--- src/rtl/memory_16x32_pkg.sv ---
// Shared sizes and types for the 16x32 scratch memory.
package memory_16x32_pkg;

   localparam int unsigned DATA_WIDTH = 32;
   localparam int unsigned ADDR_WIDTH = 4;
   localparam int unsigned MEMO_DEPTH = 1 << ADDR_WIDTH;

   typedef logic [DATA_WIDTH-1:0] word_t;
   typedef logic [ADDR_WIDTH-1:0] addr_t;

endpackage : memory_16x32_pkg

--- src/rtl/memory_16x32_array.sv ---
// Flop-based register array: one write port, one asynchronous read port,
// and a synchronous clear that zeroes every word in a single edge.
module memory_16x32_array
   import memory_16x32_pkg::*;
(
   input  logic  clk_i,
   input  logic  clr_i,
   input  logic  we_i,
   input  addr_t waddr_i,
   input  word_t wdata_i,
   input  addr_t raddr_i,
   output word_t rdata_o
);

   word_t mem_q [MEMO_DEPTH];

   // Clear outranks the write port.
   always_ff @(posedge clk_i) begin
      if (clr_i) begin
         for (int i = 0; i < int'(MEMO_DEPTH); i++) begin
            mem_q[i] <= '0;
         end
      end else if (we_i) begin
         mem_q[waddr_i] <= wdata_i;
      end
   end

   assign rdata_o = mem_q[raddr_i];

endmodule : memory_16x32_array

--- src/rtl/memory_16x32.sv ---
// Single-port 16x32 scratch memory: EN high writes, EN low reads into a
// registered Data_out qualified by Valid_out.
module memory_16x32
   import memory_16x32_pkg::*;
(
   input  logic  CLK,
   input  logic  RST,
   input  word_t Data_in,
   input  addr_t Address,
   input  logic  EN,
   output word_t Data_out,
   output logic  Valid_out
);

   word_t rdata;
   word_t data_q, data_d;
   logic  valid_q, valid_d;

   memory_16x32_array u_array (
      .clk_i   (CLK),
      .clr_i   (RST),
      .we_i    (EN),
      .waddr_i (Address),
      .wdata_i (Data_in),
      .raddr_i (Address),
      .rdata_o (rdata)
   );

   // Writes hold the last read result and drop valid; reads capture the array.
   always_comb begin
      data_d  = data_q;
      valid_d = 1'b0;
      if (!EN) begin
         data_d  = rdata;
         valid_d = 1'b1;
      end
   end

   always_ff @(posedge CLK) begin
      if (RST) begin
         data_q  <= '0;
         valid_q <= 1'b0;
      end else begin
         data_q  <= data_d;
         valid_q <= valid_d;
      end
   end

   assign Data_out  = data_q;
   assign Valid_out = valid_q;

endmodule : memory_16x32

--- config.mk ---
export PLATFORM = sky130hd
export DESIGN_NAME = memory_16x32
export DESIGN_NICKNAME = d
export VERILOG_FILES = /design/src/rtl/memory_16x32_pkg.sv /design/src/rtl/memory_16x32_array.sv /design/src/rtl/memory_16x32.sv
export SDC_FILE = /design/constraint.sdc
export NUM_CORES = 1
export LEC_CHECK = 0
export BUFFER_PORTS_ARGS = -buffer_cell sky130_fd_sc_hd__buf_2
export CAP_MARGIN = 20
export CORE_ASPECT_RATIO = 0.9
export CORE_MARGIN = 2
export CORE_UTILIZATION = 28
export DETAILED_ROUTE_END_ITERATION = 7
export SETUP_SLACK_MARGIN = 0.3
export SYNTH_ARGS = -nofsm -noshare
export SYNTH_HDL_FRONTEND = slang
export SYNTH_SLANG_ARGS = --single-unit
--- constraint.sdc ---
create_clock -name CLK -period 2.8 [get_ports CLK]
set_clock_uncertainty 0.05 [all_clocks]
set_input_delay 0.56 -clock CLK [delete_from_list [all_inputs] [get_ports CLK]]
set_output_delay 0.56 -clock CLK [all_outputs]
set_load 0.02 [all_outputs]
=== Word-level counts from Yosys, hierarchy flattened ===
Memory sizes are Yosys's and may differ from the RTL's. A register that Yosys moved wholly into a read port is not among the register bits.
Index checks and enable logic that the tools add are counted.

* Register bits: 1
* Latch bits: 0
* Memory bits (writable): 512
* ROM bits: 0
* Output and inout port bits: 33
* Memories: 1

* Add/subtract/negate cells: 0
* Multipliers: 0
* Divide/modulo/power cells: 0
* Order comparisons: 0
* Equality and inequality tests: 0
* Shift operators: 0
* Multiplexer cells: 9
* Bitwise logic cells: 0
* Reduce and logical (&&, ||, !) cells: 2

{| class="wikitable"
|+ Memory list
! name !! words !! bits a word !! read ports !! clocked after memory_dff !! write ports !! RTL line !! source
|-
| u_array.mem_q || 16 || 32 || 1 || 1 || 16 || memory_16x32_array.sv:15 || <nowiki>word_t mem_q [MEMO_DEPTH];</nowiki>
|}

{| class="wikitable"
|+ Operator list
! operator !! number
|-
| 2-to-1 mux 32 bit || 1
|-
| OR reduction 32 bit || 1
|-
| 2-to-1 mux 1 bit || 7
|-
| 2-to-1 mux 4 bit || 1
|-
| logical NOT 1 bit || 1
|}

=== Depth between registers and ports, before layout ===
* Depth after elaboration: 5
* Gate-level depth with buffers: 7

=== Cells and area by module ===
Synthesis repeated with hierarchy kept, for this count alone.

* Cells, all modules: 1522
* Area total of the unflattened synthesis: 24088.1 µm²

{| class="wikitable"
|+ By module, submodules not included
! module !! instances !! cells each !! area an instance (µm²)
|-
| memory_16x32_array || 1 || 1416 || 22893.2
|-
| memory_16x32 || 1 || 106 || 1194.9
|}

=== Worst setup path after synthesis ===
No wires, ideal clock.

* Kind: input-to-reg
* Start point: input port EN
* End point: memory u_array.mem_q[0][0] (netlist name) (enable)
* Data arrival time: 1.903 ns
* Data required time: 2.375 ns
* Setup slack: 0.472 ns
* Cell stages on the path: 5
* Path buffers: 1
* Cells stage by stage: nor2b_1 -> buf_4 -> or3b_4 -> nor3_4 -> or2_2

{| class="wikitable"
|+ RTL lines
! item !! RTL line !! source
|-
| start, declared || memory_16x32.sv:10 || <nowiki>input logic EN,</nowiki>
|-
| end, declared || memory_16x32_array.sv:15 ||
|}

==> out/metrics.csv <==
metric,value,unit
fillcell total,8341,
final count of hold timing violations,0,
startpoint type of the worst setup path,input pin,
setup TNS,0,ns
DRC violations left,0,
Slew Limit Headroom,0.294,
width of the die,315,µm
reg-to-reg endpoint,Data_out[28],
number of hold-repair buffers added at the cts stage,0,
register-to-register setup slack,1.57,ns
CTS max path bufs,3,
clock tree from TritonCTS,yes,
CP endpoint kind,flop,
number of enable flip-flop cells after synthesis,512,
Routability Congestion,0.783,
total die area,89400,µm²
Finished Layout Cells,3057,
Placed Cells,2950,
Synth top area share,0.631,
largest net degree at the start of global routing,91,
number of distinct library cells after synthesis,24,
initial antenna violation count,12,
cell area after placement,26300,µm²
primary flip-flop cell chosen by synthesis mapping,sky130_fd_sc_hd__edfxtp_1,
Worst Max-Slew Pin Slew,1.06,ns
Cell Pwr Density,640,nW/µm²
worst hold path startpoint,EN,
Crit Reg-Reg Startpoint,u_array.mem_q[13][28],
effective utilization at floorplan,0.283,
required time at the worst-slack endpoint,3.05,ns
path class of the lowest-slack min-delay path,in -> reg,
most used standard cells in the synthesized netlist,"sky130_fd_sc_hd__and2_1, sky130_fd_sc_hd__edfxtp_1, sky130_fd_sc_hd__mux2i_1",
number of storage elements in the synthesis netlist,545,
global-route usage over all layers,0.138,
Routed Antenna Nets,0,
Via Count,14200,
cell leakage power,10.5,nW
overall overflow remaining after global route,0,
number of CTS-inserted buffers,57,
Port Buffers,71,
first-iteration detailed-routing DRC count,1041,
vias in the first global route,14400,
post-synth top area cell,sky130_fd_sc_hd__edfxtp_1,
core region area,86100,µm²
layout-stage area growth over the synthesis result,15.4,%
clock latency on the worst-skew pair,0.63,ns
end-of-flow core utilization,0.326,
number of nets in the synthesized netlist,1871,
"Async S/R FF share, synth",0,
max-slew violation count,0,
Post-Syn Instances,1832,
maximum operating frequency,0.466,GHz
outcome,"finished, final reports clean",
Max IR drop VDD,0.457,mV
crit path max fanout,24,
reg2reg path depth,4,
average wire length per cell after detail routing,20.3,µm
Final min period,2.15,ns
number of instances resized during post-cts repair,0,
first-pass GRT wire length,92.9,mm
end point of the critical path,u_array.mem_q[3][27],
leading cell types by total area after synthesis,"sky130_fd_sc_hd__edfxtp_1, sky130_fd_sc_hd__and2_1, sky130_fd_sc_hd__mux2i_1",
"Setup Fix Bufs, Post-CTS",0,
MaxCap Viol Count,0,
Post-Syn Area,24400,µm²
clock tree root driver cell,sky130_fd_sc_hd__clkbuf_16,
design area,28100,µm²
total of warnings raised by yosys,0,
total detailed-routing wirelength,62.1,mm
layout cell share with drive strength beyond 1,0.129,
mean instance size in the synthesized netlist,13.3,µm²
drt first pass iters,5,
cell with the most instances after synthesis,sky130_fd_sc_hd__and2_1,
final cycle utilization of the critical path,0.766,
"Arr. time, crit path",2.40,ns
portion of the post-synthesis area used by sequential elements,0.658,
Setup CP Type,in -> reg,
crit path from,RST,
standard-cell row count,102,
unrepaired setup endpoints after global routing,no,
num ports,72,
dpl hpwl,37.4,mm
die span in y,284,µm
NumNets Final,1904,
H-tree depth,2,
clk sink count,545,
final number of setup-violating endpoints,0,
clock-pin slew on the worst setup and hold paths,0.06,ns
drt via density,4.64,
[cell type report]
| type | count | area [µm²] | share of cell area |
|---|---|---|---|
| Tap cell | 1144 | 1430 | 0.0509 |
| Sequential cell | 545 | 16000 | 0.571 |
| Antenna cell | 1 | 2.50 | 0.0000890 |
| Multi-Input combinational cell | 1135 | 7820 | 0.278 |
| Timing Repair Buffer | 126 | 1070 | 0.0379 |
| Clock buffer | 82 | 1580 | 0.0562 |
| Clock inverter | 24 | 170 | 0.00606 |
[kinds of logic after synthesis]
group                  after synthesis  synth area share
muxes                              256             0.105
buffers and inverters              152            0.0259
and+or+nand+nor                    751             0.178
AOI/OAI and AO/OA                  128            0.0329
DFF                                545             0.658
[where the power goes]
part | internal [mW] | total (mW) | leakage, nW | switching [mW]
Clock | 4.01 | 7.14 | 0.861 | 3.13
Combinational | 0.440 | 1.32 | 4.45 | 0.879
Sequential | 9.38 | 9.54 | 5.16 | 0.156
Total | 13.8 | 18.0 | 10.5 | 4.16
[worst min path at each step]
stage               cells after the start  slack, ns      endpoint
finish                                  2       0.15     Valid_out
global route                            2       0.12     Valid_out
CTS                                     2       0.12     Valid_out
detailed placement                      2       0.39  Data_out[12]
global placement                        2       0.39  Data_out[24]
floorplan                               2       0.48   Data_out[0]
[placed cells by master (no fill, tap or decap), drive strengths merged]
cell type | Yosys | final
dfxtp | 33 | 33
clkinv | 0 | 20
a21oi | 64 | 64
nor2b | 3 | 3
nand3 | 97 | 97
bufinv | 0 | 1
nor2 | 14 | 14
nand2 | 97 | 97
and2 | 513 | 513
nand2b | 2 | 2
clkinvlp | 0 | 1
nor3 | 4 | 4
buf | 39 | 126
mux2i | 256 | 256
or3b | 2 | 2
inv | 0 | 2
diode | 0 | 1
edfxtp | 512 | 512
or2 | 16 | 16
or3 | 1 | 1
nand3b | 2 | 2
a22oi | 64 | 64
clkbuf | 113 | 82
[critical path, stage by stage]
cell and delay, ns:
sky130_fd_sc_hd__buf_2 0.14, sky130_fd_sc_hd__nor2b_4 0.18, sky130_fd_sc_hd__buf_4 0.30, sky130_fd_sc_hd__nand3_1 0.34, sky130_fd_sc_hd__nor3_2 0.24, sky130_fd_sc_hd__or2_2 0.35, sky130_fd_sc_hd__buf_12 0.26
[layer usage]
| metal | track usage | routed length, µm | up-vias |
|---|---|---|---|
| met2 | 0.215 | 28200 | 400 |
| met5 | 0 | 71 | - |
| met3 | 0.0344 | 4370 | 92 |
| met1 | 0.193 | 28400 | 7100 |
| li1 | - | - | 6575 |
| met4 | 0.0312 | 1080 | 12 |
[registers in the layout (all words and copies together) (netlist names)]
signal	count
Data_out	32
Valid_out	1
u_array.mem_q	512
[metrics by stage]
stage               setup slack, ns  hold WS [ns]  total power [mW]
finish                        0.654         0.152              18.0
global route                  0.612         0.123              18.6
CTS                           0.705         0.124              18.1
detailed placement           0.0574         0.393              11.0
global placement              0.108         0.389              11.0
floorplan                     0.472         0.484              10.4
No activity file was read; power rests on OpenSTA's default activity.
